**config.mk**
```make
export PLATFORM = sky130hd
export DESIGN_NAME = mc_ctrl_flat
export DESIGN_NICKNAME = d
export VERILOG_FILES = /design/src/rtl/mc_ctrl_if.sv /design/src/rtl/mc_ctrl.sv /design/src/flat_wrapper.sv
export SDC_FILE = /design/constraint.sdc
export NUM_CORES = 1
export LEC_CHECK = 0
export CAP_MARGIN = 10
export CORE_MARGIN = 8
export CORE_UTILIZATION = 60
export CTS_BUF_LIST = sky130_fd_sc_hd__clkbuf_8
export DETAILED_ROUTE_END_ITERATION = 10
export DONT_BUFFER_PORTS = 1
export GPL_ROUTABILITY_DRIVEN = 0
export PLACE_DENSITY = 0.82
export SYNTH_ARGS = -nofsm -noshare
export SYNTH_HDL_FRONTEND = slang
export SYNTH_SLANG_ARGS = --single-unit
```
**constraint.sdc**
```tcl
create_clock -name clk -period 1.9 [get_ports clk]
set_input_delay 0.19 -clock clk [delete_from_list [all_inputs] [get_ports clk]]
set_output_delay 0.19 -clock clk [all_outputs]
set_load 0.005 [all_outputs]
```
**src/rtl/mc_ctrl_if.sv**
```systemverilog
// rtl/mc_ctrl_if.sv - decode inputs and control outputs between mc_ctrl (master) and the datapath (slave)
interface mc_ctrl_if #(
    parameter int CNT_W = 32
);
    logic [5:0]       opcode;
    logic [5:0]       funct;
    logic             zero;
    logic             dm_ready;
    logic             pc_we;
    logic [1:0]       pc_sel;
    logic             ir_we;
    logic             rf_we;
    logic [1:0]       rf_wa_sel;
    logic [1:0]       rf_wd_sel;
    logic             alu_src;
    logic [2:0]       alu_op;
    logic             ext_op;
    logic             dm_we;
    logic             dm_re;
    logic [2:0]       state;
    logic             illegal;
    logic [CNT_W-1:0] instr_cnt;

    modport master (
        input  opcode, funct, zero, dm_ready,
        output pc_we, pc_sel, ir_we, rf_we, rf_wa_sel, rf_wd_sel,
               alu_src, alu_op, ext_op, dm_we, dm_re, state, illegal, instr_cnt
    );

    modport slave (
        output opcode, funct, zero, dm_ready,
        input  pc_we, pc_sel, ir_we, rf_we, rf_wa_sel, rf_wd_sel,
               alu_src, alu_op, ext_op, dm_we, dm_re, state, illegal, instr_cnt
    );
endinterface

```
**src/rtl/mc_ctrl.sv**
```systemverilog
// rtl/mc_ctrl.sv - multi-cycle MIPS control FSM (IF/ID/EXE/MEM/WB); MC_CTRL_MEM_WAIT_EN stalls MEM on dm_ready
module mc_ctrl #(
    parameter int CNT_W = 32
) (
    input  logic       clk,
    input  logic       reset,
    mc_ctrl_if.master  m
);
    typedef enum logic [2:0] {
        S_IF  = 3'd0,
        S_ID  = 3'd1,
        S_EXE = 3'd2,
        S_MEM = 3'd3,
        S_WB  = 3'd4
    } state_t;

    state_t           st;
    state_t           nxt;
    logic             illegal_q;
    logic [CNT_W-1:0] cnt_q;

    logic is_r;
    logic d_addu, d_subu, d_jr, d_nop;
    logic d_ori, d_lui, d_lw, d_sw, d_beq, d_j, d_jal;
    logic d_legal;

    logic       exe_alu_src;
    logic       exe_ext_op;
    logic [2:0] exe_alu_op;
    logic       mem_go;

    logic       pc_we_c, ir_we_c, rf_we_c, dm_we_c, dm_re_c;
    logic [1:0] pc_sel_c, rf_wa_sel_c, rf_wd_sel_c;
    logic       alu_src_c, ext_op_c;
    logic [2:0] alu_op_c;
    logic       retire, set_illegal;

    assign is_r   = (m.opcode == 6'b000000);
    assign d_addu = is_r && (m.funct == 6'b100001);
    assign d_subu = is_r && (m.funct == 6'b100011);
    assign d_jr   = is_r && (m.funct == 6'b001000);
    assign d_nop  = is_r && (m.funct == 6'b000000);
    assign d_ori  = (m.opcode == 6'b001101);
    assign d_lui  = (m.opcode == 6'b001111);
    assign d_lw   = (m.opcode == 6'b100011);
    assign d_sw   = (m.opcode == 6'b101011);
    assign d_beq  = (m.opcode == 6'b000100);
    assign d_j    = (m.opcode == 6'b000010);
    assign d_jal  = (m.opcode == 6'b000011);
    assign d_legal = d_addu | d_subu | d_jr | d_nop | d_ori | d_lui |
                     d_lw | d_sw | d_beq | d_j | d_jal;

    // ALU/EXT selects chosen in EXE are held unchanged through MEM and WB
    assign exe_alu_src = d_ori | d_lui | d_lw | d_sw;
    assign exe_ext_op  = d_lw | d_sw | d_beq;
    always_comb begin
        exe_alu_op = 3'b000;
        if (d_subu || d_beq) exe_alu_op = 3'b001;
        else if (d_ori)      exe_alu_op = 3'b010;
        else if (d_lui)      exe_alu_op = 3'b011;
    end

`ifdef MC_CTRL_MEM_WAIT_EN
    assign mem_go = m.dm_ready;
`else
    // dm_ready has no effect without the wait option
    assign mem_go = m.dm_ready | 1'b1;
`endif

    always_comb begin
        nxt         = S_IF;
        pc_we_c     = 1'b0;
        pc_sel_c    = 2'b00;
        ir_we_c     = 1'b0;
        rf_we_c     = 1'b0;
        rf_wa_sel_c = 2'b00;
        rf_wd_sel_c = 2'b00;
        alu_src_c   = 1'b0;
        alu_op_c    = 3'b000;
        ext_op_c    = 1'b0;
        dm_we_c     = 1'b0;
        dm_re_c     = 1'b0;
        retire      = 1'b0;
        set_illegal = 1'b0;
        case (st)
            S_IF: begin
                ir_we_c = 1'b1;
                pc_we_c = 1'b1;
                nxt     = S_ID;
            end
            S_ID: begin
                if (d_j || d_jal) begin
                    pc_we_c  = 1'b1;
                    pc_sel_c = 2'b10;
                end
                if (d_jal) begin
                    rf_we_c     = 1'b1;
                    rf_wa_sel_c = 2'b10;
                    rf_wd_sel_c = 2'b10;
                end
                if (d_jr) begin
                    pc_we_c  = 1'b1;
                    pc_sel_c = 2'b11;
                end
                if (d_nop || d_j || d_jal || d_jr) retire = 1'b1;
                else if (d_legal)                  nxt = S_EXE;
                else                               set_illegal = 1'b1;
            end
            S_EXE: begin
                alu_src_c = exe_alu_src;
                ext_op_c  = exe_ext_op;
                alu_op_c  = exe_alu_op;
                if (d_beq) begin
                    if (m.zero) begin
                        pc_we_c  = 1'b1;
                        pc_sel_c = 2'b01;
                    end
                    retire = 1'b1;
                end else if (d_lw || d_sw) begin
                    nxt = S_MEM;
                end else begin
                    nxt = S_WB;
                end
            end
            S_MEM: begin
                alu_src_c = exe_alu_src;
                ext_op_c  = exe_ext_op;
                alu_op_c  = exe_alu_op;
                dm_re_c   = d_lw;
                dm_we_c   = d_sw;
                if (!mem_go)   nxt = S_MEM;
                else if (d_lw) nxt = S_WB;
                else           retire = d_sw;
            end
            S_WB: begin
                alu_src_c   = exe_alu_src;
                ext_op_c    = exe_ext_op;
                alu_op_c    = exe_alu_op;
                rf_we_c     = 1'b1;
                rf_wa_sel_c = is_r ? 2'b01 : 2'b00;
                rf_wd_sel_c = d_lw ? 2'b01 : 2'b00;
                retire      = 1'b1;
            end
            default: nxt = S_IF;
        endcase
    end

    always_ff @(posedge clk) begin
        if (!reset) begin
            st        <= S_IF;
            illegal_q <= 1'b0;
            cnt_q     <= '0;
        end else begin
            st <= nxt;
            if (set_illegal) illegal_q <= 1'b1;
            if (retire)      cnt_q     <= cnt_q + {{(CNT_W-1){1'b0}}, 1'b1};
        end
    end

    // Enables are gated by reset so an abandoned instruction writes nothing
    assign m.pc_we     = pc_we_c & reset;
    assign m.ir_we     = ir_we_c & reset;
    assign m.rf_we     = rf_we_c & reset;
    assign m.dm_we     = dm_we_c & reset;
    assign m.dm_re     = dm_re_c & reset;
    assign m.pc_sel    = pc_sel_c;
    assign m.rf_wa_sel = rf_wa_sel_c;
    assign m.rf_wd_sel = rf_wd_sel_c;
    assign m.alu_src   = alu_src_c;
    assign m.alu_op    = alu_op_c;
    assign m.ext_op    = ext_op_c;
    assign m.state     = st;
    assign m.illegal   = illegal_q;
    assign m.instr_cnt = cnt_q;
endmodule

```
**src/flat_wrapper.sv**
```systemverilog
// flat-port wrapper written by rule: the top's interface ports become plain ports
module mc_ctrl_flat 
#(
    parameter int CNT_W = 32
)
  (clk, reset, m_opcode, m_funct, m_zero, m_dm_ready, m_pc_we, m_pc_sel, m_ir_we, m_rf_we, m_rf_wa_sel, m_rf_wd_sel, m_alu_src, m_alu_op, m_ext_op, m_dm_we, m_dm_re, m_state, m_illegal, m_instr_cnt);
  mc_ctrl_if #(.CNT_W(CNT_W)) m_i ();
  input  logic clk;
  input  logic reset;
  input wire logic [$bits(m_i.opcode)-1:0] m_opcode;
  input wire logic [$bits(m_i.funct)-1:0] m_funct;
  input wire logic [$bits(m_i.zero)-1:0] m_zero;
  input wire logic [$bits(m_i.dm_ready)-1:0] m_dm_ready;
  output wire logic [$bits(m_i.pc_we)-1:0] m_pc_we;
  output wire logic [$bits(m_i.pc_sel)-1:0] m_pc_sel;
  output wire logic [$bits(m_i.ir_we)-1:0] m_ir_we;
  output wire logic [$bits(m_i.rf_we)-1:0] m_rf_we;
  output wire logic [$bits(m_i.rf_wa_sel)-1:0] m_rf_wa_sel;
  output wire logic [$bits(m_i.rf_wd_sel)-1:0] m_rf_wd_sel;
  output wire logic [$bits(m_i.alu_src)-1:0] m_alu_src;
  output wire logic [$bits(m_i.alu_op)-1:0] m_alu_op;
  output wire logic [$bits(m_i.ext_op)-1:0] m_ext_op;
  output wire logic [$bits(m_i.dm_we)-1:0] m_dm_we;
  output wire logic [$bits(m_i.dm_re)-1:0] m_dm_re;
  output wire logic [$bits(m_i.state)-1:0] m_state;
  output wire logic [$bits(m_i.illegal)-1:0] m_illegal;
  output wire logic [$bits(m_i.instr_cnt)-1:0] m_instr_cnt;
  assign m_i.opcode = m_opcode;
  assign m_i.funct = m_funct;
  assign m_i.zero = m_zero;
  assign m_i.dm_ready = m_dm_ready;
  assign m_pc_we = m_i.pc_we;
  assign m_pc_sel = m_i.pc_sel;
  assign m_ir_we = m_i.ir_we;
  assign m_rf_we = m_i.rf_we;
  assign m_rf_wa_sel = m_i.rf_wa_sel;
  assign m_rf_wd_sel = m_i.rf_wd_sel;
  assign m_alu_src = m_i.alu_src;
  assign m_alu_op = m_i.alu_op;
  assign m_ext_op = m_i.ext_op;
  assign m_dm_we = m_i.dm_we;
  assign m_dm_re = m_i.dm_re;
  assign m_state = m_i.state;
  assign m_illegal = m_i.illegal;
  assign m_instr_cnt = m_i.instr_cnt;
  mc_ctrl #(.CNT_W(CNT_W)) u_core (.clk(clk), .reset(reset), .m(m_i));
endmodule
```
==> results of run 1 <==
## cell type report
class / count / area [sq um] / share of cell area (%)
timing repair buffer: 21 / 157.7 / 5.759
tap: 50 / 62.56 / 2.285
clock buffer: 7 / 96.34 / 3.519
multi-input combinational: 247 / 1644 / 60.05
inverter: 6 / 22.52 / 0.8227
sequential: 36 / 724.4 / 26.46
clock inverter: 1 / 30.03 / 1.097
## routing by layer
metal | global-route usage, % | part of all wire, %
met3 | 8.482 | 11
met4 | 5.536 | 0.94
met5 | 0 | 0
met1 | 21.16 | 41
met2 | 30.07 | 47
## power groups by stage
stage | Sequential [uW] | Combinational, uW | Clock (uW)
finish | 765 | 72.2 | 743
global route | 766 | 80.3 | 793
CTS | 765 | 71.0 | 750
detailed placement | 782 | 70.2 | 0
global placement | 782 | 67.0 | 0
floorplan | 779 | 85.0 | 0
## metrics by stage
step	setup slack, ns	util, %
floorplan	0.1946	-
detailed placement	0.1246	65.00
CTS	0.02741	68.16
finish	0.1037	68.44
global placement	0.1655	65.00
global route	0.007006	68.44
## synthesized netlist by cell type, types with 5 or more instances
library cell,count,area share [%]
a21oi_1,21,4.2
a21oi_2,8,2.8
and3_1,7,1.7
clkbuf_1,9,1.3
dfxtp_1,36,29
inv_1,6,0.90
mux2i_1,30,12
nand2_1,43,6.4
nand2b_1,28,7.0
nand3_1,17,3.4
nand4_1,19,4.7
nor2_1,12,1.8
nor3_1,13,2.6
o21ai_0,5,1.0
## sequential cells by signal, summed over array words and instances (netlist names)
signal              flops
u_core.m.state          3
u_core.m.instr_cnt     32
u_core.m.illegal        1
## worst paths after layout
path	startpoint	end	slack [ns]
max	u_core.m.state[1]$_SDFF_PN0_	m_pc_we	0.10
min	reset	u_core.m.instr_cnt[19]$_SDFFE_PN0P_	0.05
max reg2reg	u_core.m.instr_cnt[10]$_SDFFE_PN0P_	u_core.m.instr_cnt[31]$_SDFFE_PN0P_	0.14
min reg2reg	u_core.m.instr_cnt[31]$_SDFFE_PN0P_	u_core.m.instr_cnt[31]$_SDFFE_PN0P_	0.49
## repair_timing
action / CTS / global route
gates resized for setup: 0 / 5
hold buffers: 0 / 0
setup endpoints to repair: 0 / 15
## cells in the final DEF (no fill, tap or decap), types with 4 or more instances in the layout
cell type  instances
nand2_1           43
dfxtp_1           33
mux2i_1           30
nand2b_1          28
a21oi_1           21
buf_4             21
nand4_1           19
nand3_1           17
nor3_1            13
nor2_1            12
a21oi_2            8
and3_1             7
clkbuf_8           7
inv_1              6
o21ai_0            5
nor2b_1            4
## cells by family after synthesis
kind of cell | share of synthesized area [%]
compound gates | 15.91
flops | 28.73
buf+inv | 6.034
mux | 11.97
fa+ha+maj | 0.4987
simple gates | 36.71
other cells | 0.1495
==> run metrics, run 1 <==
Cell Int Power 1257 uW; TritonCTS clock tree done; CP delay by family, top simple AND/OR/NAND/NOR gates; hold depth 2; Filler cells about 340; Initial Utilization 62.72%; Seq cells post-synth 36; sw frac 20.42%; Sw Pwr 322.6 uW; WL per Instance 16.53 um; slowest stage delay, CP 0.48 ns; Crit-path slowest cell or3b_2; Worst-Skew Late Latency 0.29 ns; Clock Pin Slew Worst Setup and Hold Paths 0.07 ns; Reg power frac 48.4%; via count approximately 2300; DIE AREA 6506 sq um; iteration count of the initial detailed-routing pass 5; Final Hold Viols 0; endpoints failing setup 0; drt via density 6.128; fin. max-slew vios 0; layout overhead on the synthesized area 9.127%; Seq/Total Area, Yosys 28.73%; DR DRC count 0; antenna violations before repair 0; H-tree depth 2; CP required approximately 1.7 ns; final setup skew 0.008079 ns; Buffers on Ports 0; DRT iter0 DRCs 169; DRT Wirelength 6082 um; Post-synth EDFFs 0; RSZ-0062 raised after global routing no; Cell Count, Final, Fillers Out about 370; synthesized cell area 2509 sq um; core footprint 4000 sq um; Worst path depth 4; clock network power share between 40% and 50%; crit path cell chain buf_4 > or3b_2 > o21ai_0 > a21o_1; Yosys cell types 50; CP arrival between 1.5 and 2 ns; Antenna Cells 0; post-synthesis net count ~330; setup tns final 0 ns; status finished, final reports clean; final worst path period share 94.54%; Die Wd slightly above 80 um; combinational power share about 4.6%; ratio of cells with drive above 1 in the final layout 17.92%; CTS Buf Count 5; GRT Residual Overflow 0; largest net degree at the start of global routing 68; worst-case reg-to-reg path depth 6; crit path launch type flop; Cells after DPL 360; Buf+Inv Stages, Crit Path 1; Tightest Hold Check Type input pin to flop; Hold WS 0.05001 ns; Worst Setup Path Type flop to primary output; ys flop type dfxtp_1; DPL Wire Length 4327 um; Worst IR Drop VDD 0.0004747 V; Chip Height 80.66 um; synthesized instance count 310; number of setup buffers added after CTS 0; Rel. slew slack between 50% and 60%; PD cells 577.2 nW/um^2; clock net sink count 36; cell row count 23; global-route wire length before repair 9867 um; crit end category primary output; Global Route Usage Sum 18.51%; Peak Freq 0.5567 GHz; dpl cell area 2600 sq um; crit path time final between 1.5 and 2 ns; Max Cap Viol 0; vias in the first global route around 2100; Final Cell Area 2738 sq um; clk buf depth 2; Post-synth ARST share 0%; Mapped Avg Cell Area ~8.1 sq um; antenna viol nets, final 0; crit path max fanout 6; Nets 334; P_leak 0.0009055 uW; Slew @ Worst Pin 0.6868 ns; total power 1580 uW; io pins just under 70; root buffer cell clkbuf_8; Ys Warns 0
Power figures use the tool's default switching activity.
==> run 2, diff against run 1 <==
--- a/config.mk
+++ b/config.mk
@@ -13,6 +13,7 @@
 export DONT_BUFFER_PORTS = 1
 export GPL_ROUTABILITY_DRIVEN = 0
 export PLACE_DENSITY = 0.82
+export SKIP_LAST_GASP = 1
 export SYNTH_ARGS = -nofsm -noshare
 export SYNTH_HDL_FRONTEND = slang
 export SYNTH_SLANG_ARGS = --single-unit
==> results of run 2 <==
The final DEF is identical to that of run 1; final timing and power are the same.
==> run 3, diff against run 2 <==
--- a/config.mk
+++ b/config.mk
@@ -7,12 +7,12 @@
 export LEC_CHECK = 0
 export CAP_MARGIN = 10
 export CORE_MARGIN = 8
-export CORE_UTILIZATION = 60
+export CORE_UTILIZATION = 35
 export CTS_BUF_LIST = sky130_fd_sc_hd__clkbuf_8
 export DETAILED_ROUTE_END_ITERATION = 10
 export DONT_BUFFER_PORTS = 1
 export GPL_ROUTABILITY_DRIVEN = 0
-export PLACE_DENSITY = 0.82
+export PLACE_DENSITY = 0.55
 export SKIP_LAST_GASP = 1
 export SYNTH_ARGS = -nofsm -noshare
 export SYNTH_HDL_FRONTEND = slang
==> run 3 against run 2 <==
Against the previous run:
- first-iteration DRC count down 48%
- flip-flop and latch count unchanged
- via count up 0.40%
- design area up 3.3%
- sequential share of layout area down 0.81 points
- core utilization down 29 points
- fmax down 0.13%
- final cell count up 15%
- clock power down 24%
- critical path depth up 1
- total power down 11%
==> run metrics, run 3 (synthesis gave the netlist of run 1 again) <==
endpoints failing setup 0; P_leak 0.0009324 uW; number of setup buffers added after CTS 0; crit end category primary output; slowest stage delay, CP 0.36 ns; clk buf depth 2; CP required 1.71 ns; WL per Instance 15.55 um; Clock Pin Slew Worst Setup and Hold Paths 0.07 ns; DR DRC count 0; cell mode on critical path buf_4; Die Wd 100.7 um; cell row count 31; global-route wire length before repair between 10000 and 15000 um; # hold bufs at CTS 0; io pins 68; Final Hold Viols 0; Peak Freq 0.5560 GHz; layout overhead on the synthesized area 12.77%; GRT Residual Overflow 0; final worst path period share a little over nine tenths; DRT iter0 DRCs ~90; antenna violations before repair 0; RSZ-0062 raised after global routing yes; Max Cap Viol 0; clock network power share roughly 40%; Buffers on Ports 0; clock net sink count 36; CP arrival 1.61 ns; largest net degree at the start of global routing just under 70; crit path time final approximately 1.8 ns; Antenna Cells 0; TritonCTS clock tree done; core footprint 7098 sq um; commonest non-fill, non-tap cell in the layout nand2_1; iteration count of the initial detailed-routing pass 4; ratio of cells with drive above 1 in the final layout about a fifth; via count 2264; sw frac 23.01%; DIE AREA slightly above 10000 sq um; Cell Int Power 1080 uW; Sw Pwr 322.8 uW; fin. max-slew vios 0; Largest register FFs 32; commonest cells after routing, fill and taps aside nand2_1, dfxtp_1, mux2i_1; DPL Wire Length 4951 um; Global Route met3 Usage 5.870%; antenna viol nets, final 0; DRT Wirelength 6610 um; crit path cell chain buf_4 > nor3b_4 > buf_4 > and3_1 > o21a_1; CTS Buf Count 5; gr busiest metal met2; post-CTS resize count 1; Crit-path slowest cell dfxtp_2; crit path max fanout 5; PD cells just under 500 nW/um^2; combinational power share 5.1%; vias in the first global route 2248; Worst Setup Path Type flop to primary output; Worst IR Drop VDD 0.0002320 V; Global Route Usage Sum 13.41%; Tightest Hold Check Type input pin to flop; crit path launch type flop; M2 GR Usage 21.96%; Hold WS 0.04510 ns; Reg power frac 54.6%; Nets 342; Chip Height 100.7 um; Buf+Inv Stages, Crit Path 2; post-route core utilization 39.86%; root buffer cell clkbuf_8; Worst-Skew Late Latency 0.29 ns; status finished, final reports clean; final setup skew roughly 0.005 ns; Initial Utilization 35.34%; routing usage on met1 15.00%; drt via density approximately 5.3; H-tree depth 2; CP delay by family, top simple AND/OR/NAND/NOR gates; Filler cells roughly 730
run 3: metal layers:
layer | routed length (um) | vias up
met4 | 72 | 0
li1 | - | 1137
met2 | 3052 | 71
met5 | 0 | -
met1 | 2799 | 1051
met3 | 685 | 5
run 3: final timing paths:
kind	to	slack (ns)	from	cells after the start
worst min-delay path	u_core.m.state[2]$_SDFF_PN0_	0.05	reset	1
worst max register to register	u_core.m.instr_cnt[23]$_SDFFE_PN0P_	0.17	u_core.m.state[0]$_SDFF_PN0_	6
worst max-delay path	m_rf_we	0.10	u_core.m.state[2]$_SDFF_PN0_	5
worst min register to register	u_core.m.instr_cnt[31]$_SDFFE_PN0P_	0.50	u_core.m.instr_cnt[31]$_SDFFE_PN0P_	2
run 3: area by class of cell:
type	count	area, sq um	area share [%]
Clock buffer	6	82.58	2.919
Tap cell	99	123.9	4.379
Timing Repair Buffer	29	217.7	7.696
Multi-Input combinational cell	247	1649	58.29
Inverter	6	22.52	0.7961
Sequential cell	36	725.7	25.65
Clock inverter	2	7.507	0.2654
run 3: power by group through the flow:
stage | logic, uW | clock network, uW | registers (uW)
6_report | 71.2 | 565 | 766
5_1_grt | 81.2 | 620 | 768
4_1_cts | 70.9 | 586 | 766
3_5_place_dp | 70.6 | 0 | 783
3_3_place_gp | 68.7 | 0 | 783
2_1_floorplan | 85.0 | 0 | 779
run 3: worst reg2reg max path, cell delays in order, from the launching register on:
cell     delay, ns
dfxtp_2       0.38
nor3b_4       0.23
inv_1         0.09
o221a_4       0.35
buf_4         0.22
a21oi_1       0.20
mux2i_1       0.19
run 3: per-stage QoR:
step | setup slack [ns] | power, uW | TNS [ns] | instance area [sq um] | std cells
2_1_floorplan | 0.1946 | 863.8 | 0 | 2509 | 310
3_3_place_gp | 0.1241 | 851.6 | 0 | 2721 | 417
3_5_place_dp | 0.09426 | 853.7 | 0 | 2721 | 417
4_1_cts | 0.008378 | 1422 | 0 | 2813 | 425
5_1_grt | -0.02383 | 1469 | -0.02383 | 2829 | 425
6_report | 0.1013 | 1403 | 0 | 2829 | 425
